**config.mk**
```make
export PLATFORM = sky130hd
export DESIGN_NAME = rat_rename_writer
export DESIGN_NICKNAME = d
export VERILOG_FILES = /design/src/rtl/rat_rename_writer.sv
export SDC_FILE = /design/constraint.sdc
export NUM_CORES = 1
export LEC_CHECK = 0
export CAP_MARGIN = 25
export CORE_AREA = 2 2 154 187
export CTS_CLUSTER_SIZE = 40
export DETAILED_ROUTE_END_ITERATION = 8
export DIE_AREA = 0 0 156 189
export GPL_TIMING_DRIVEN = 0
export PLACE_DENSITY_LB_ADDON = 0.05
export SETUP_SLACK_MARGIN = 0.1
export SLEW_MARGIN = 20
export SYNTH_ARGS = -nofsm -noshare
export SYNTH_HDL_FRONTEND = slang
export SYNTH_SLANG_ARGS = --single-unit
export TNS_END_PERCENT = 1
```
**constraint.sdc**
```tcl
create_clock -name clk -period 3.4 [get_ports clk]
set_input_delay 0.68 -clock clk [delete_from_list [all_inputs] [get_ports clk]]
set_output_delay 0.68 -clock clk [all_outputs]
set_load 0.005 [all_outputs]
```
**src/rtl/rat_rename_writer.sv**
```systemverilog
// rat_rename_writer
//   Writer side of the register alias table. It renames the destination logical
//   registers (LRs) of one instruction at a time to physical registers (PRs). The
//   PRs are popped from an internal free-list FIFO. The block drives the RAT's
//   mapping and done-flag load ports. CDB broadcasts set done flags, and
//   retirement broadcasts recycle PR tags into the free list.
//
// Ports
//   clk, rst_n                 clock, synchronous active-low reset
//   rename_valid/ready/dests   decode handshake; dests has one bit per LR written
//   rename_done                one-cycle pulse when the new mapping is committed
//   cur_assignments            current RAT mapping, LR i at [i*ADDR_WIDTH +: ADDR_WIDTH]
//   cur_done_flags             current RAT done flags
//   assignments_in/valid       new mapping and its load strobe toward the RAT
//   done_flags_in/ready        new done flags and their load strobe toward the RAT
//   cdb_valid/cdb_tag          PR whose result just completed
//   retire_valid/retire_tag    PR released back to the free list
//   free_count                 number of tags currently in the free list
module rat_rename_writer #(
    parameter int NUM_LRS    = 10,
    parameter int ADDR_WIDTH = 5
) (
    input  logic                          clk,
    input  logic                          rst_n,
    input  logic                          rename_valid,
    output logic                          rename_ready,
    input  logic [NUM_LRS-1:0]            rename_dests,
    output logic                          rename_done,
    input  logic [NUM_LRS*ADDR_WIDTH-1:0] cur_assignments,
    input  logic [NUM_LRS-1:0]            cur_done_flags,
    output logic [NUM_LRS*ADDR_WIDTH-1:0] assignments_in,
    output logic                          assignments_valid,
    output logic [NUM_LRS-1:0]            done_flags_in,
    output logic                          done_flags_ready,
    input  logic                          cdb_valid,
    input  logic [ADDR_WIDTH-1:0]         cdb_tag,
    input  logic                          retire_valid,
    input  logic [ADDR_WIDTH-1:0]         retire_tag,
    output logic [ADDR_WIDTH:0]           free_count
);
    localparam int NUM_PRS = 1 << ADDR_WIDTH;
    localparam int IDX_W   = (NUM_LRS > 1) ? $clog2(NUM_LRS) : 1;

    typedef logic [NUM_LRS-1:0][ADDR_WIDTH-1:0] map_t;
    typedef enum logic [1:0] {S_INIT, S_IDLE, S_ALLOC, S_COMMIT} state_t;

    state_t               state, state_nxt;
    logic [NUM_LRS-1:0]   pending, renamed;
    map_t                 working, cur_map, identity;
    logic [ADDR_WIDTH-1:0] fl_mem [NUM_PRS];
    logic [ADDR_WIDTH-1:0] head, tail;
    logic [ADDR_WIDTH:0]  count;
    logic [NUM_LRS-1:0]   alloc_oh;
    logic [IDX_W-1:0]     alloc_idx;
    logic                 found, pop, push, full;

    assign cur_map    = cur_assignments;
    assign free_count = count;

    for (genvar i = 0; i < NUM_LRS; i++) begin : g_id
        assign identity[i] = ADDR_WIDTH'(i);
    end

    function automatic logic [NUM_LRS-1:0] hit_vec(input map_t m, input logic v,
                                                   input logic [ADDR_WIDTH-1:0] t);
        logic [NUM_LRS-1:0] h;
        h = '0;
        for (int i = 0; i < NUM_LRS; i++) h[i] = v && (m[i] == t);
        return h;
    endfunction

    // Lowest pending LR gets the next free tag.
    always_comb begin
        alloc_oh  = '0;
        alloc_idx = '0;
        found     = 1'b0;
        for (int i = 0; i < NUM_LRS; i++) begin
            if (pending[i] && !found) begin
                found       = 1'b1;
                alloc_oh[i] = 1'b1;
                alloc_idx   = IDX_W'(i);
            end
        end
    end

    // A pop is decided on the registered count, so a retire arriving while the
    // list is empty becomes visible to the allocator one cycle later.
    assign full = (count == (ADDR_WIDTH+1)'(NUM_PRS));
    assign pop  = (state == S_ALLOC) && found && (count != '0);
    assign push = retire_valid && !full;

    always_comb begin
        state_nxt = state;
        case (state)
            S_INIT:   state_nxt = S_IDLE;
            S_IDLE:   if (rename_valid) state_nxt = S_ALLOC;
            S_ALLOC:  if (!found || (pop && (pending & ~alloc_oh) == '0)) state_nxt = S_COMMIT;
            S_COMMIT: state_nxt = S_IDLE;
            default:  state_nxt = S_INIT;
        endcase
    end

    always_comb begin
        rename_ready      = 1'b0;
        rename_done       = 1'b0;
        assignments_in    = cur_assignments;
        assignments_valid = 1'b0;
        done_flags_in     = cur_done_flags | hit_vec(cur_map, cdb_valid, cdb_tag);
        done_flags_ready  = cdb_valid;
        if (!rst_n) begin
            done_flags_ready = 1'b0;
        end else begin
            case (state)
                S_INIT: begin
                    assignments_in    = identity;
                    assignments_valid = 1'b1;
                    done_flags_in     = '1;
                    done_flags_ready  = 1'b1;
                end
                S_IDLE: rename_ready = 1'b1;
                S_COMMIT: begin
                    // Newly renamed LRs are not done yet, even if a CDB hits them.
                    assignments_in    = working;
                    assignments_valid = 1'b1;
                    rename_done       = 1'b1;
                    done_flags_in     = (cur_done_flags | hit_vec(working, cdb_valid, cdb_tag))
                                        & ~renamed;
                    done_flags_ready  = 1'b1;
                end
                default: ;
            endcase
        end
    end

    always_ff @(posedge clk) begin
        if (!rst_n) begin
            state   <= S_INIT;
            pending <= '0;
            renamed <= '0;
            working <= '0;
            head    <= '0;
            tail    <= ADDR_WIDTH'(NUM_PRS - NUM_LRS);
            count   <= (ADDR_WIDTH+1)'(NUM_PRS - NUM_LRS);
            // Slots past the tail hold don't-care values.
            for (int i = 0; i < NUM_PRS; i++) fl_mem[i] <= ADDR_WIDTH'(NUM_LRS + i);
        end else begin
            state <= state_nxt;
            if (state == S_IDLE && rename_valid) begin
                pending <= rename_dests;
                renamed <= rename_dests;
                working <= cur_map;
            end
            if (pop) begin
                working[alloc_idx] <= fl_mem[head];
                pending[alloc_idx] <= 1'b0;
                head               <= head + 1'b1;
            end
            if (push) begin
                fl_mem[tail] <= retire_tag;
                tail         <= tail + 1'b1;
            end
            if (push && !pop)      count <= count + 1'b1;
            else if (pop && !push) count <= count - 1'b1;
            assert (!(retire_valid && full))
                else $error("rat_rename_writer: retire into full free list dropped (tag %0d)", retire_tag);
        end
    end
endmodule

```
# Yosys cells after proc, flatten, opt, wreduce, memory -nomap -nowiden
# Memories as Yosys holds them, arrays and structs flattened. A register that Yosys moved wholly into a read port is not among the register bits.
# Index checks and enable logic that the tools add are counted.
# W data, S select, Z words.
# op_classes
reduce_logical	58
n_eq_ne	26
n_mux	65
n_addsub	4
n_lt_le_gt_ge	2
bitwise	8
# ops
cell	count
$mux W50	4
$eq A5 B5 Y1	20
$pmux W50 S2	1
$bwmux W50	1
$mux W10	4
$logic_and A1 B1 Y1	37
$mux W1	34
$mux W4	8
$and A10 B10 Y10	3
$not A10 Y10	3
$mux W5	5
$demux W5 S4	1
$or A10 B10 Y10	2
$pmux W10 S2	1
$logic_not A1 Y1	13
$mux W6	2
$add A5 B1 Y5 const B	2
$logic_not A10 Y1	1
$add A6 B1 Y6 const B	1
$eq A6 B6 Y1 const B	1
$pmux W2 S3	1
$reduce_bool A6 Y1	1
$sub A6 B1 Y6 const B	1
$lt A4 B5 Y1 const B	1
13 further kinds	15
# totals
n_memories	1
register_bits	88
mem_bits_rw	160
# memory_table
memory	depth	word_bits	read_ports	rd_ports_with_merged_regs	write_ports	line_no	rtl
fl_mem	32	5	1	1	32	50	logic [ADDR_WIDTH-1:0] fl_mem [NUM_PRS];

# Longest topological paths before layout
# Gate-level depths: netlist (run 1).
# depth
depth_word	35
mapped_depth	15
depth_no_buf	14

# Least setup slack after synthesis (run 1)
# Ideal clock, no wire load.
# synth_timing
path_kind	flip-flop to flip-flop
startpoint	reg count[0], in the netlist free_count[0]
endpoint	reg count[5], in the netlist free_count[5]
synth_period_minus_slack_ns	3.148
n_path_buf	1
stages_incl_launch_ff	15
required_time_ns	3.328
setup_ns	0.072
setup_slack_ns	0.252
t_arrival_ns	3.076
path_cell_list	dfxtp_1 -> or4_1 -> o31a_1 -> and2_1 -> buf_2 -> inv_1 -> ha_1 -> inv_1 -> ha_1 -> a21o_1 -> a21oi_1 -> o21bai_1 -> a21oi_1 -> mux2i_1 -> mux2i_1
# synth_between
elab_chain_cells	6
elab_cells_between_ends	14
# synth_lines
item	line_no	rtl
from (decl)	52	logic [ADDR_WIDTH:0] count;
from (signal assigned)	143	count <= (ADDR_WIDTH+1)'(NUM_PRS - NUM_LRS);
from (signal assigned)	162	if (push && !pop) count <= count + 1'b1;
from (signal assigned)	163	else if (pop && !push) count <= count - 1'b1;
branches (longest 6 deep; another with $sub A6 B1 Y6)	--	
# Several ways; the timed one is not identified. The select of a mux whose other input is x is not followed.
# A chain may end at the register's enable or synchronous reset.

# Final worst setup path (run 1)
# layout_timing
startpoint	in cdb_valid
endpoint	out done_flags_in[0]
# layout_between
elab_chain_cells	5
elab_cells_between_ends	7
# layout_lines
item	line_no	rtl
from (decl)	35	input logic cdb_valid,
$logic_and A1 B1 Y1	68	for (int i = 0; i < NUM_LRS; i++) h[i] = v && (m[i] == t);
$or A10 B10 Y10	126	done_flags_in = (cur_done_flags | hit_vec(working, cdb_valid, cdb_tag))
$and A10 B10 Y10	127	& ~renamed;
$pmux W10 S2	113	case (state)
$mux W10 *	110	if (!rst_n) begin
to (decl)	33	output logic [NUM_LRS-1:0] done_flags_in,
# Mark *: on every way between the ends. The rest lies on a longest branch, timed or not.

==> metrics.md, run 1 <==
| Metric | Value |
|---|---|
| Most common cell in the synthesized netlist | `nand2_1` |
| Critical path arrival | `2.70 ns` |
| Finished Cell Area | `16800 sq um` |
| Initial DRC count | `1287` |
| Seq/Total Area, Yosys | `48.8%` |
| CP max-delay cell | `clkdlybuf4s50_1` |
| Vias in the first global route | `11400` |
| CTS root buf | `clkbuf_16` |
| GPL Wtd Cong | `0.936` |
| Io pins | `155` |
| Die extent in y | `189 microns` |
| Fin. Hold Viols | `0` |
| Period utilization | `99.5%` |
| DP Wirelength | `34000 microns` |
| Slew headroom | `33.5%` |
| Worst R2R Setup Slack | `0.24 ns` |
| CTS tree | `yes` |
| Flops & latches, synth | `253` |
| Share of layout cells above drive strength 1 | `9.10%` |
| Asr flop ratio synth | `0%` |
| Critical Path Fanout Max | `10` |
| Number of warnings issued by yosys | `0` |
| Reg-to-Reg Start | `free_count[0]$_SDFFE_PN0P_` |
| Largest area contributor in the netlist | `edfxtp_1` |
| Final slew viol count | `0` |
| Status | `complete, no violations` |
| Syn_area_per_cell | `10.2 sq um` |
| Final Skew | `0.0124 ns` |
| F_max | `0.295 GHz` |
| First-pass iteration count of the detailed router | `8` |
| Via density | `6.14` |
| Number of synthesized flops with an enable pin | `160` |
| Fin util | `60.8%` |
| Static leakage | `5.57 nW` |
| CTS buffer count | `27` |
| Crit path top cell by count | `clkdlybuf4s50_1` |
| Max Cap Violations | `0` |
| Worst Tran Pin Value | `0.995 ns` |
| Synth top area share | `35.2%` |
| Largest net degree at the start of global routing | `15` |
| Hold Startpoint | `renamed[4]$_SDFFE_PN0P_` |
| Die area | `29500 sq um` |
| PwrDens | `564 nW/um^2` |
| CTS max path bufs | `3` |
| Drt drc | `0` |
| Synth top area cells | `edfxtp_1 (35%), dfxtp_1 (14%), nand2_1 (6.5%)` |
| CP top delay family | `buffers and inverters` |
| Cell count after synthesis | `1338` |
| CTS sink cnt | `253` |
| Site row count | `67` |
| CP endpoint kind | `output port` |
| Post-Syn Area | `13700 sq um` |
| CTS H-tree lvls | `1` |
| Final Hold Slack | `0.452 ns` |
| Initial core utilization | `49.6%` |
| Vias | `11600` |
| Initial antenna violation count | `0` |
| Final net count | `1620` |
| Post-synth cell types | `56` |
| Placed cell count | `1832` |
| RSZ-0062 raised after global routing | `yes` |
| CP peak stage delay | `0.54 ns` |
| Detail Route Antenna Nets | `0` |
| Kind of critical path | `input pin to output port` |
| Overflow after GRT | `0` |
| Port buffer count | `149` |
| WL/cell | `24.4 microns` |
| Post-synth top cells | `nand2_1 (238), edfxtp_1 (160), clkbuf_1 (107), nor2_1 (107), dfxtp_1 (93)` |
| Total routed wirelength | `46000 microns` |
| First-pass GRT wire length | `68500 microns` |
| Setup crit start kind | `input pin` |
| Peak VDD IR | `0.452 mV` |
| Dpl cell area | `15600 sq um` |
| Ant diodes | `0` |
| Clock Pin Slew Worst Setup and Hold Paths | `0.06 ns` |
| Mapped Nets | `1438` |
| GRT Util Overall | `30.8%` |
| # setup viols final | `0` |
| PnR worst setup slack | `0.0154 ns` |
| Cell breakdown of the critical path | `clkdlybuf4s50_1 > clkbuf_2 > nand3_1 > a21oi_4 > nor2_1 > a21oi_1 > clkdlybuf4s50_1` |
| Pre-CTS WS | `-0.811 ns` |
| Critical path buffer and inverter count | `3` |
| Worst Hold Class | `register to register` |
| Worst-skew pair later-pin latency | `0.53 ns` |
| Critical path launch point | `cdb_valid` |
| Layout area overhead | `22.8%` |
| Core Area | `27600 sq um` |
| Die Wd | `156 microns` |
| Critical Path RT | `2.72 ns` |
| Min cycle time layout | `3.38 ns` |
| Post-Layout Cell Count | `1884` |
| Predominant post-synthesis flop cell | `edfxtp_1` |
## stage by stage
stage          total power [mW]  TNS (ns)
3_3_place_gp               6.37    -41.56
4_1_cts                    9.38   -0.0144
6_report                   9.45         0
3_5_place_dp               6.39    -43.20
2_1_floorplan              5.15         0
5_1_grt                    9.80   -0.0588
## worst register-to-register path: stages, from the launching register on
cell	delay (ns)
dfxtp_4	0.37
or4_4	0.53
o31a_1	0.31
and2_4	0.17
buf_6	0.14
inv_2	0.07
ha_4	0.14
inv_4	0.05
ha_1	0.27
a21o_1	0.19
a21oi_2	0.15
o21bai_1	0.08
a21oi_1	0.16
mux2i_1	0.26
mux2i_1	0.19
## final timing paths
check | end | depth (start not counted)
max | done_flags_in[0] | 7
min | renamed[4]$_SDFFE_PN0P_ | 2
max reg2reg | free_count[5]$_SDFFE_PN0P_ | 14
min reg2reg | renamed[4]$_SDFFE_PN0P_ | 2
## state kept, by name, indices dropped and copies added, names as in the netlist, named ones only
name / cells
fl_mem: 160
working: 50
pending: 10
renamed: 10
free_count: 6
head: 5
tail: 5
state: 2
## placed cells by master (no fill, tap or decap), types with 8 or more instances in the layout
cell / count
buf_2: 9
inv_1: 18
nor4_1: 22
a311oi_1: 50
dlymetal6s2s_1: 13
nand3_1: 39
a22o_1: 35
xnor2_1: 23
nor3_1: 61
a31oi_1: 11
clkbuf_2: 11
and2_1: 17
nand2_1: 238
dfxtp_1: 89
buf_6: 8
ha_1: 11
nand2b_1: 11
a21oi_1: 45
xor2_1: 88
clkinv_1: 10
clkbuf_16: 27
mux4_2: 25
o21ai_0: 40
clkbuf_1: 79
mux4_1: 25
clkdlybuf4s50_1: 132
edfxtp_1: 160
nor2_1: 106
## cells by family after synthesis
logic type,synth area share [%]
multiplexers,9.91
XOR/XNOR,7.11
flip-flops,48.8
adder cells (fa/ha/maj),1.57
buffers and inverters,4.23
AND/OR/NAND/NOR,17.5
AO/OA/AOI/OAI,10.9
## metal layers
metal / wire [microns] / vias to the layer above / GRT usage, %
met5: 0 / - / 0
met4: 2350 / 0 / 13.9
met3: 3660 / 126 / 3.82
met2: 23000 / 671 / 55.0
met1: 17000 / 5522 / 37.1
li1: - / 5243 / -
## power breakdown
group	total [mW]	switching (mW)	internal (mW)
sequential	3.65	0.189	3.46
combinational	2.89	1.57	1.32
clock	2.92	1.25	1.67
total	9.45	3.00	6.45
## timing repair
item / 4_1_cts / 5_1_grt
setup endpoints to repair: 64 / 61
gates resized for setup: 63 / 61
pin swaps: 2 / 6
hold endpoints to repair: 0 / 0
setup buffers: 3 / 1
hold buffers: 0 / 0
## layout make-up
type	count	area, sq um
Timing Repair Buffer	153	1550
Tap cell	345	432
Multi-Input combinational cell	942	6560
Fill cell	2351	10800
Clock buffer	27	676
Clock inverter	21	185
Inverter	22	90.1
Buffer	121	609
Sequential cell	253	6680
Note: power is estimated with default switching activity, not from simulation.
==> run 2, diff against run 1 <==
--- a/config.mk
+++ b/config.mk
@@ -11,7 +11,7 @@
 export DETAILED_ROUTE_END_ITERATION = 8
 export DIE_AREA = 0 0 156 189
 export GPL_TIMING_DRIVEN = 0
-export PLACE_DENSITY_LB_ADDON = 0.05
+export PLACE_DENSITY = 0.72
 export SETUP_SLACK_MARGIN = 0.1
 export SLEW_MARGIN = 20
 export SYNTH_ARGS = -nofsm -noshare
==> run 2 against run 1 <==
Against the previous run:
- the flow now finishes with violations (setup timing)
- combinational power about the same
- non-clock buffer count up 2
- core utilization up 0.27 points
- critical path type unchanged
- largest cell class unchanged
- largest power group unchanged
==> metrics.md, run 2 (synthesized netlist as in run 1, its figures left out) <==
| Metric | Value |
|---|---|
| Initial DRC count | `1286` |
| Overflow after GRT | `0` |
| CTS sink cnt | `253` |
| GRT Util Overall | `30.3%` |
| Pre-CTS WS | `-0.675 ns` |
| Post-Layout Cell Count | `1886` |
| Tot Pwr | `9.83 mW` |
| Die extent in y | `189 microns` |
| Max Cap Violations | `0` |
| Min cycle time layout | `3.41 ns` |
| Sw Pwr | `3.00 mW` |
| Detail Route Antenna Nets | `0` |
| Die area | `29500 sq um` |
| Critical Path RT | `2.72 ns` |
| CTS max path bufs | `3` |
| PnR worst setup slack | `-0.0117 ns` |
| Critical path buffer and inverter count | `2` |
| Crit path top cell by count | `a21oi_1` |
| Final net count | `1621` |
| Sw Ratio | `30.5%` |
| Dpl cell area | `15600 sq um` |
| CTS buffer count | `26` |
| Failing checks | `setup timing` |
| Layout area overhead | `23.3%` |
| Placed cell count | `1833` |
| Flop pwr share | `37.2%` |
| Most flops, register | `fl_mem` |
| CP max-delay cell | `clkbuf_1` |
| CTS root buf | `clkbuf_16` |
| Finished Cell Area | `16900 sq um` |
| First-pass iteration count of the detailed router | `8` |
| Total routed wirelength | `45300 microns` |
| Gate power share | `29.5%` |
| Ant diodes | `0` |
| Post-CTS Hold Fix Bufs | `0` |
| Vias | `11900` |
| Static leakage | `5.58 nW` |
| Via density | `6.31` |
| Kind of critical path | `input pin to output port` |
| Clock power frac | `33.3%` |
| Critical Path Fanout Max | `10` |
| First-pass GRT wire length | `68100 microns` |
| Site row count | `67` |
| GPL Wtd Cong | `0.956` |
| Share of layout cells above drive strength 1 | `9.60%` |
| Period utilization | `100%` |
| Final Hold Slack | `0.454 ns` |
| Sequential cell area | `6680 sq um` |
| Largest registers | `fl_mem: 160 flops, working: 50 flops` |
| Drt drc | `0` |
| # setup viols final | `1` |
| Critical path arrival | `2.73 ns` |
| Number of flip-flops in the largest register | `160` |
| CP top delay family | `buffers and inverters` |
| Core Area | `27600 sq um` |
| Fin. Hold Viols | `0` |
| CTS H-tree lvls | `1` |
| Initial core utilization | `49.6%` |
| Filler Cells Inserted | `2235` |
| WL/cell | `24.0 microns` |
| Final slew viol count | `0` |
| Vias in the first global route | `11700` |
| Peak VDD IR | `0.514 mV` |
| Area occupied by multi-input gates | `6530 sq um` |
| Status | `finished with violations` |
| F_max | `0.293 GHz` |
| Clock Pin Slew Worst Setup and Hold Paths | `0.06 ns` |
| CP peak stage delay | `0.65 ns` |
| Die Wd | `156 microns` |
| CP endpoint kind | `output port` |
| Final Skew | `0.0187 ns` |
| Io pins | `155` |
| Cell breakdown of the critical path | `clkbuf_1 > xor2_1 > nor4_1 > nand3_1 > a21oi_1 > nor2_1 > a21oi_1 > clkdlybuf4s50_1` |
| Fin Setup TNS | `-0.0117 ns` |
| Fin util | `61.1%` |
| Most common cell after layout, fill and taps aside | `nand2_1` |
| DP Wirelength | `33400 microns` |
| PwrDens | `583 nW/um^2` |
| Worst-skew pair later-pin latency | `0.54 ns` |
| Internal cell power | `6.83 mW` |
| Leading cell types in the layout, fill and taps excluded | `nand2_1 (238), edfxtp_1 (160), clkdlybuf4s50_1 (137)` |
| RSZ-0062 raised after global routing | `yes` |
| Worst Tran Pin Value | `0.903 ns` |
| Worst Hold Class | `register to register` |
| Slew headroom | `39.1%` |
| Setup crit start kind | `input pin` |
| Largest net degree at the start of global routing | `15` |
| CTS tree | `yes` |
| Initial antenna violation count | `0` |
| Port buffer count | `149` |
==> run 2: changes by cell type in the layout (fill, tap and decap cells not counted), moves of 3 or more <==
cell / delta
bufinv_16: +4
clkinv_1: -8
clkinv_2: +3
clkinv_4: -3
clkdlybuf4s50_1: +5
buf_6: -3
dlymetal6s2s_1: -5
==> run 2: timing repair <==
item / in CTS / in global routing
endpoints found under the hold margin: 0 / 0
gates resized for setup: 64 / 38
setup endpoints to repair: 64 / 61
pin swaps: 3 / 5
setup buffers: 5 / 0
cloned: 1 / 0
==> run 2: routing by layer <==
metal | vias to the layer above | part of all wire [%] | global-route usage (%)
li1 | 5255 | - | -
met1 | 5643 | 36 | 37.6
met2 | 836 | 49 | 51.8
met3 | 173 | 9.8 | 4.19
met4 | 0 | 5.4 | 15.6
met5 | - | 0 | 0
==> run 2: tightest hold or removal path: stages, from the launching register on <==
cell and delay (ns):
dfxtp_1 0.31, nand2_1 0.05, a21oi_1 0.05
==> run 2: area by class of cell <==
cell class                 instances  share of cell area (%)
buffer                           120                    3.42
clock buffer                      31                    4.28
clock inverter                    17                    1.57
inverter                          22                   0.520
multi-input combinational        942                    38.8
sequential                       253                    39.6
tap                              345                    2.56
timing repair buffer             156                    9.24
==> run 2: final timing paths <==
kind	slack (ns)	depth (start not counted)	endpoint	from
setup / recovery	-0.01	8	done_flags_in[9]	cdb_tag[3]
hold / removal	0.45	2	renamed[4]$_SDFFE_PN0P_	renamed[4]$_SDFFE_PN0P_
setup reg to reg	0.16	14	free_count[5]$_SDFFE_PN0P_	free_count[0]$_SDFFE_PN0P_
hold reg to reg	0.45	2	renamed[4]$_SDFFE_PN0P_	renamed[4]$_SDFFE_PN0P_
==> run 2: power groups by stage <==
stage / clock network, mW / logic (mW) / registers (mW)
floorplan: 0 / 1.51 / 3.64
global placement: 0 / 2.65 / 3.69
detailed placement: 0 / 2.68 / 3.70
CTS: 3.28 / 2.84 / 3.64
global route: 3.38 / 3.09 / 3.68
finish: 3.27 / 2.90 / 3.66
==> run 3, diff against run 2 <==
--- a/config.mk
+++ b/config.mk
@@ -10,8 +10,8 @@
 export CTS_CLUSTER_SIZE = 40
 export DETAILED_ROUTE_END_ITERATION = 8
 export DIE_AREA = 0 0 156 189
+export DONT_BUFFER_PORTS = 1
 export GPL_TIMING_DRIVEN = 0
-export PLACE_DENSITY = 0.72
 export SETUP_SLACK_MARGIN = 0.1
 export SLEW_MARGIN = 20
 export SYNTH_ARGS = -nofsm -noshare
==> run 3 against run 2 <==
Against the previous run:
- the run now ends clean
- fmax increased by 3.7%
- final area down 10%
- critical path depth decreased by 1
- clock skew shrank 0.0065 ns
==> metrics.md, run 3 (synthesized netlist as in run 1, its figures left out) <==
| Metric | Value |
|---|---|
| Final Skew | `0.0122 ns` |
| Final net count | `1470` |
| Finished Cell Area | `15100 sq um` |
| Io pins | `155` |
| Initial core utilization | `49.6%` |
| CP peak stage delay | `0.77 ns` |
| Via density | `6.37` |
| Worst Hold Class | `input pin to register` |
| RSZ-0062 raised after global routing | `yes` |
| Port buffer count | `0` |
| Initial DRC count | `921` |
| Detail Route Antenna Nets | `0` |
| Post-CTS Hold Fix Bufs | `0` |
| Setup crit start kind | `input pin` |
| Vias in the first global route | `11100` |
| Overflow after GRT | `0` |
| Kind of critical path | `input pin to output port` |
| CTS root buf | `clkbuf_16` |
| Slew headroom | `28.3%` |
| Worst Tran Pin Value | `1.07 ns` |
| Initial antenna violation count | `0` |
| Critical path arrival | `2.61 ns` |
| Number of flip-flops in the largest register | `160` |
| First-pass GRT wire length | `67800 microns` |
| Crit path top cell by count | `a21oi_1` |
| Most flops, register | `fl_mem` |
| Drt drc | `0` |
| Die area | `29500 sq um` |
| Critical Path Fanout Max | `10` |
| WL/cell | `26.2 microns` |
| Clock Pin Slew Worst Setup and Hold Paths | `0.07 ns` |
| Leading cell types in the layout, fill and taps excluded | `nand2_1 (238), edfxtp_1 (160), nor2_1 (106)` |
| Die extent in y | `189 microns` |
| Critical Path RT | `2.72 ns` |
| Max Cap Violations | `0` |
| Status | `complete, no violations` |
| Cell breakdown of the critical path | `clkbuf_1 > xor2_1 > nor4_1 > a31oi_1 > a21oi_1 > nor2_1 > a21oi_1` |
| Peak VDD IR | `0.501 mV` |
| DP Wirelength | `33500 microns` |
| CTS sink cnt | `253` |
| Total routed wirelength | `45500 microns` |
| Min cycle time layout | `3.29 ns` |
| Ant diodes | `0` |
| Site row count | `67` |
| Share of layout cells above drive strength 1 | `7.84%` |
| Dpl cell area | `14100 sq um` |
| CTS max path bufs | `3` |
| F_max | `0.304 GHz` |
| CP max-delay cell | `clkbuf_1` |
| Largest registers | `fl_mem: 160 flops, working: 50 flops` |
| # setup viols final | `0` |
| Core Area | `27600 sq um` |
| CTS tree | `yes` |
| First-pass iteration count of the detailed router | `5` |
| Period utilization | `96.7%` |
| GPL Wtd Cong | `0.917` |
| CP top delay family | `buffers and inverters` |
| Final slew viol count | `0` |
| Vias | `11000` |
| Worst-skew pair later-pin latency | `0.54 ns` |
| PwrDens | `589 nW/um^2` |
| Layout area overhead | `10.5%` |
| Fin. Hold Viols | `0` |
| CTS H-tree lvls | `1` |
| CP endpoint kind | `output port` |
| GRT Util Overall | `30.7%` |
| Critical path buffer and inverter count | `1` |
| Tot Pwr | `8.89 mW` |
| Static leakage | `4.80 nW` |
| Most common cell after layout, fill and taps aside | `nand2_1` |
| Die Wd | `156 microns` |
| Largest net degree at the start of global routing | `15` |
| CTS buffer count | `27` |
| Fin Setup TNS | `0 ns` |
run 3: cell count changes in the layout (fill, tap and decap cells not counted), moves of 5 or more:
cell / previous run / this run
a21oi_1: 44 / 50
clkinv_1: 2 / 8
clkbuf_1: 81 / 95
clkbuf_8: 5 / 0
buf_2: 10 / 3
dlymetal6s2s_1: 8 / 0
buf_4: 7 / 2
clkdlybuf4s50_1: 137 / 0
a21oi_2: 7 / 1
run 3: per-stage QoR:
| step | hold WS, ns | setup WS (ns) | cells | util, % |
|---|---|---|---|---|
| floorplan | 0.431 | 0.253 | 1338 | - |
| global placement | 0.441 | -0.146 | 1683 | 51.1 |
| detailed placement | 0.444 | -0.158 | 1683 | 51.1 |
| CTS | 0.284 | 0.0356 | 1733 | 54.5 |
| global route | 0.300 | 0.00957 | 1735 | 54.7 |
| finish | 0.295 | 0.111 | 1735 | 54.7 |
run 3: final timing paths:
| path | cells past startpoint | end | slack, ns | startpoint |
|---|---|---|---|---|
| max reg2reg | 13 | free_count[5]$_SDFFE_PN0P_ | 0.26 | free_count[0]$_SDFFE_PN0P_ |
| min | 2 | working[9]$_SDFF_PN0_ | 0.30 | cur_assignments[9] |
| max | 7 | done_flags_in[4] | 0.11 | cdb_tag[2] |
| min reg2reg | 2 | renamed[2]$_SDFFE_PN0P_ | 0.45 | renamed[2]$_SDFFE_PN0P_ |
run 3: cell type report:
type                    instances  area [sq um]
fillers                      2495         12500
flip-flops and latches        253          6670
well taps                     345           432
plain buffers                 120           510
multi-input cells             942          6470
clock buffers                  31           691
clock inverters                18           200
inverters                      22          85.1
repair buffers                  4          37.5
run 3: power by group:
part,total (mW),internal [mW],switching [mW]
Combinational,2.20,0.780,1.42
Sequential,3.65,3.45,0.198
Clock,3.03,1.76,1.27
run 3: layer usage:
| metal | track usage [%] | up-vias | share of wire [%] |
|---|---|---|---|
| li1 | - | 4955 | - |
| met1 | 35.3 | 5397 | 38 |
| met2 | 53.8 | 556 | 50 |
| met3 | 5.63 | 136 | 6.8 |
| met4 | 17.0 | 0 | 5.0 |
| met5 | 0 | - | 0 |
run 3: what timing repair did:
item,4_1_cts,5_1_grt
pin swaps,2,4
resized for setup,21,19
buffers inserted,1,1
endpoints found under the hold margin,0,0
setup endpoints to repair,65,40
==> edit 1 (settings of run 3) <==
Set the parameter `NUM_LRS` to 9 (it was 10).
--- a/src/rtl/rat_rename_writer.sv
+++ b/src/rtl/rat_rename_writer.sv
@@ -17,7 +17,7 @@
 //   retire_valid/retire_tag    PR released back to the free list
 //   free_count                 number of tags currently in the free list
 module rat_rename_writer #(
-    parameter int NUM_LRS    = 10,
+    parameter int NUM_LRS    = 9,
     parameter int ADDR_WIDTH = 5
 ) (
     input  logic                          clk,
Ports: changed (5 resized); port bits go from 155 to 142. No check against the original RTL was run, so the function may have changed too.
==> edit 1 against run 3 <==
- register-to-register slack improved by 40 ps
- core utilization is 0.99 points lower
- total power up 7.9%
- routed wire length fell by 1.7%
- area after synthesis decreased by 1.8%
- final area decreased by 1.8%
- sequential cell count fell by 7
- setup slack worse by 4.1 ps
- non-clock buffer count fell by 10
- critical path type is now reg -> out
==> edit 1: results (changes against run 3) <==
[worst_setup_path]
r2r-start = free_count[0]  ; unchanged
crit_arrival_ps = 2610  ; about the same
rr_worst_depth = 12  ; was 13
r2r_end = free_count[5]  ; unchanged
slowest_delay_ps = 390  ; was 770 ps
r2r_slack_ps = 300  ; was 260 ps
crit_fanout = 10  ; unchanged
crit_slowest_cell = dfxtp_1  ; was clkbuf_1

[finish]
diodes = 0  ; unchanged
top_regs = fl_mem: 160 flops, working: 45 flops  ; was fl_mem: 160 flops, working: 50 flops
fin_nets = 1479  ; was 1470
drive_above_1_share = 0.1024  ; was 0.07842

[routing]
m1WireLength_mm = 16.40  ; was 17.29 mm
met2_length_mm = 22.66  ; was 22.86 mm
vias = 10859  ; was 11044
wl_per_cell_um = 25.57  ; was 26.25 um
highest_layer = met4  ; unchanged
met3_length_mm = 3.350  ; was 3.103 mm
drtIter0Drc = 818  ; was 921

[global_route]
grtUsageTotal = 0.2984  ; was 0.3068
grt_max_degree = 14  ; was 15
grt_pass1_wl_mm = 65.37  ; was 67.76 mm
grt_overflow = 0  ; unchanged
antenna_found_initial = 0  ; unchanged

[placed_design]
port_buffers = 0  ; unchanged
post-dp-hpwl_mm = 33.28  ; was 33.53 mm
gp_congestion = 0.9792  ; was 0.9170
place_area_um2 = 13850  ; was 14100 um2

[synthesis]
synthFlopType = edfxtp_1  ; unchanged
synth_area_leaders = edfxtp_1 36%, dfxtp_1 13%, nand2_1 6.8%  ; was edfxtp_1 35%, dfxtp_1 14%, nand2_1 6.5%
netlist_top_cells_count = 244 x nand2_1, 160 x edfxtp_1, 86 x dfxtp_1  ; was 238 x nand2_1, 160 x edfxtp_1, 107 x clkbuf_1, 107 x nor2_1, 93 x dfxtp_1
synth-edff-count = 160  ; unchanged
synth_cell_types = 66  ; was 56
yosysSeqAreaShare = 0.4864  ; was 0.4878
ys_async_sr_fraction = 0  ; unchanged

[clocking]
insertion_delay_ps = 540  ; about the same
clk_pin_slew_worst_paths_ps = 60
cts_resized = 16  ; was 21
cts_buffers = 26  ; was 27
post_cts_buffers = 0  ; was 1
clockRootBuffer = clkbuf_16  ; unchanged
cts_htree_levels = 1  ; unchanged

[min_path]
hold_depth = 2  ; unchanged
hold_path_end = renamed[7]  ; was working[9]
hold_path_startpoint = rename_dests[7]  ; was cur_assignments[9]
worst_hold_path_type = in -> reg  ; unchanged

[timing]
relSlewSlack = 0.3882  ; was 0.2834
finClkSkew_ps = 11.78  ; was 12.17 ps

[power]
ir_worst_vdd_uv = 382.2  ; was 500.6 uV
p_leak_nw = 5.241  ; was 4.801 nW

[status]
status = complete, no violations  ; unchanged

## edit 1: how the worst max path moves through the flow
stage               slack (ps)                 end  depth (start not counted)     startpoint
floorplan                  590       free_count[5]                         12  free_count[0]
finish                     110  assignments_in[12]                          6       state[0]
global placement            50    done_flags_in[4]                          7       state[0]
detailed placement          60    done_flags_in[4]                          7       state[0]
global route                40  assignments_in[32]                          8       state[0]
CTS                         50  assignments_in[12]                          6       state[0]
## edit 1: area by class of cell
cell class | count | area, um2
Buffer | 114 | 521.8
Clock inverter | 8 | 162.7
Multi-Input combinational cell | 982 | 6356
Fill cell | 2522 | 12750
Sequential cell | 246 | 6526
Tap cell | 345 | 431.7
Clock buffer | 40 | 768.2
Inverter | 16 | 60.06
## edit 1: per-layer routing
layer / vias up / GRT usage
li1: 4959 / -
met1: 5280 / 0.3373
met2: 501 / 0.5446
met3: 119 / 0.04692
met4: 0 / 0.1457
met5: - / 0
## edit 1: cell families after synthesis
| family | share of synthesized area |
|---|---|
| multiplexers | 0.06639 |
| AND/OR/NAND/NOR | 0.1944 |
| buffers and inverters | 0.04140 |
| adder cells (fa/ha/maj) | 0.01529 |
| flip-flops | 0.4864 |
| XOR/XNOR | 0.06658 |
| AO/OA/AOI/OAI | 0.1295 |
## edit 1: per-stage QoR
step,hold slack [ps],power (mW),util,std cells,worst slack [ps]
after floorplan,431.2,5.584,-,1358,591.1
after global placement,437.6,6.418,0.5022,1703,48.70
after detailed placement,443.9,6.448,0.5022,1703,55.86
after CTS,305.8,9.546,0.5371,1751,47.12
after global routing,312.1,9.958,0.5376,1751,38.48
final,322.4,9.594,0.5376,1751,106.6
## edit 1: critical path: cells and delay by family, from the launching register on
family          cells  cell delay, ps
simple gates        2             480
compound gates      1             320
flops               1             390
fa+ha+maj           1             330
buf+inv             2             550
## edit 1: report_power, final
group | internal (mW) | switching (mW)
logic | 0.972 | 1.88
registers | 3.41 | 0.242
clock network | 1.93 | 1.16
total | 6.31 | 3.28
==> edit 2 (settings of run 3) <==
Made on the original files. One comparison of `count` changes from == to >=.
--- a/src/rtl/rat_rename_writer.sv
+++ b/src/rtl/rat_rename_writer.sv
@@ -85,7 +85,7 @@
 
     // A pop is decided on the registered count, so a retire arriving while the
     // list is empty becomes visible to the allocator one cycle later.
-    assign full = (count == (ADDR_WIDTH+1)'(NUM_PRS));
+    assign full = (count >= (ADDR_WIDTH+1)'(NUM_PRS));
     assign pop  = (state == S_ALLOC) && found && (count != '0);
     assign push = retire_valid && !full;
 
Check against the original RTL: no difference found for any inputs over 4 cycles, from zero or initial values and one cycle with rst_n low; that may be too few to reach the edited logic, so the function may still have changed.
==> edit 2 against run 3 <==
- sequential share of layout area grew 0.45 points
- total power fell by 0.58%
- area after synthesis fell by 0.21%
- first-iteration DRC count shrank 18%
- final area decreased by 1.1%
- routed wire length decreased by 3.3%
- largest power group unchanged
- sequential cell count unchanged
- setup slack lost 65 ps
- critical path type is now reg -> out
- critical endpoint unchanged
==> edit 2: results (changes against run 3) <==
[status]
status = complete, no violations  ; unchanged

[routing]
drtIter0Drc = 755  ; was 921
vias_per_cell = 6.112  ; was 6.365
wl_per_cell_um = 24.76  ; was 26.25 um
met3_length_mm = 3.284  ; was 3.103 mm
highest_layer = met4  ; unchanged
firstDrtPassIters = 6  ; was 5
met2_length_mm = 22.07  ; was 22.86 mm
m1WireLength_mm = 16.29  ; was 17.29 mm

[min_path]
hold_path_startpoint = retire_tag[3]  ; was cur_assignments[9]
worst_hold_path_type = in -> reg  ; unchanged
hold_depth = 1  ; was 2
hold_path_end = fl_mem[30][3]  ; was working[9]

[synthesis]
synth_area_leaders = edfxtp_1 35%, dfxtp_1 14%, mux4_2 8.3%  ; was edfxtp_1 35%, dfxtp_1 14%, nand2_1 6.5%
ys_async_sr_fraction = 0  ; unchanged
yosysSeqAreaShare = 0.4888  ; was 0.4878
yosysMostFrequentCell = nand2_1  ; unchanged
ys_warn_count = 0  ; unchanged
synth_cell_types = 55  ; was 56
netlist_top_cells_count = 277 x nand2_1, 160 x edfxtp_1, 102 x clkbuf_1  ; was 238 x nand2_1, 160 x edfxtp_1, 107 x clkbuf_1, 107 x nor2_1, 93 x dfxtp_1
synth-edff-count = 160  ; unchanged
syn-num-nets = 1483  ; was 1438

[clocking]
clk_pin_slew_worst_paths_ps = 60
insertion_delay_ps = 540  ; about the same
cts_htree_levels = 1  ; unchanged
clockRootBuffer = clkbuf_16  ; unchanged
cts_buffers = 27  ; unchanged
clockBufferDepth = 3  ; unchanged

[worst_setup_path]
rr_worst_depth = 5  ; was 13
crit_arrival_ps = 2670  ; was 2610 ps
slowest_delay_ps = 360  ; was 770 ps
r2r_slack_ps = 280  ; was 260 ps
crit_slowest_cell = dfxtp_1  ; was clkbuf_1
crit_fanout = 10  ; unchanged
r2r-start = free_count[5]  ; was free_count[0]
r2r_end = fl_mem[12][2]  ; was free_count[5]
cp_top_family = buffers and inverters  ; unchanged

[timing]
finClkSkew_ps = 17.57  ; was 12.17 ps
hold_slack_ps = 316.4  ; was 295.3 ps
worst_pin_slew_ps = 1018  ; was 1075 ps

[global_route]
grt_max_degree = 14  ; was 15
grt_pass1_wl_mm = 65.10  ; was 67.76 mm
grtUsageTotal = 0.2956  ; was 0.3068
grt_pass1_vias = 10713  ; was 11095
antenna_found_initial = 0  ; unchanged

[finish]
drive_above_1_share = 0.09142  ; was 0.07842
diodes = 0  ; unchanged
top_regs = fl_mem: 160 flops, working: 50 flops  ; unchanged

[power]
ir_worst_vdd_uv = 412.8  ; was 500.6 uV
p_leak_nw = 5.020  ; was 4.801 nW

[placed_design]
gp_congestion = 0.9116  ; was 0.9170
post-dp-hpwl_mm = 32.45  ; was 33.53 mm
port_buffers = 0  ; unchanged

[edit 2: changes by cell type after synthesis, sizes merged, moves of 5 or more]
cell,run 3,this run
a311oi,50,0
nor3,61,54
nor2,107,74
mux2,5,0
and2,19,12
a211oi,5,12
nand3,39,49
a21oi,51,93
buf,14,20
a21boi,1,10
o21ai,43,88
clkbuf,107,102
nand2,238,277
[edit 2: worst max-delay path by stage]
stage	from	end	slack [ps]	cells after the start
after floorplan	free_count[0]	free_count[5]	640	13
after global placement	cdb_tag[3]	done_flags_in[6]	-80	7
after detailed placement	cdb_tag[3]	done_flags_in[6]	-100	7
after CTS	cdb_tag[2]	done_flags_in[6]	80	7
after global routing	state[0]	done_flags_in[5]	9	8
final	state[0]	done_flags_in[4]	50	9
[edit 2: kinds of logic after synthesis]
family	share of synthesized area
simple gates	0.1729
compound gates	0.1178
flops	0.4888
buf+inv	0.04046
xor+xnor	0.07193
mux	0.09303
fa+ha+maj	0.01505
[edit 2: final cells by class]
cell class	count	area, um2
plain buffers	122	500.5
clock buffers	37	713.2
clock inverters	12	86.33
fillers	2578	12640
inverters	20	76.32
multi-input cells	988	6455
flip-flops and latches	253	6666
well taps	345	431.7
repair buffers	1	7.507
[edit 2: where the power goes]
part | switching (mW) | internal (mW)
Combinational | 1.61 | 0.822
Sequential | 0.181 | 3.47
Clock | 1.21 | 1.54
[edit 2: metal layers]
metal	GRT usage	vias to the layer above
li1	-	5017
met1	0.3472	5250
met2	0.5252	489
met3	0.04532	111
met4	0.1464	0
met5	0	-
[edit 2: timing repair]
action                                  CTS  global route
pin swaps                                 0             1
buffers inserted                          0             1
resized for setup                        17             7
endpoints found under the setup margin   57            32
[edit 2: metrics by stage]
step                      std cells  worst slack, ps  area, um2
final                          1778            45.68      14940
after global routing           1778            8.572      14940
after CTS                      1777            79.14      14910
after detailed placement       1728           -100.4      14070
after global placement         1728           -78.01      14070
after floorplan                1383            641.0      13640
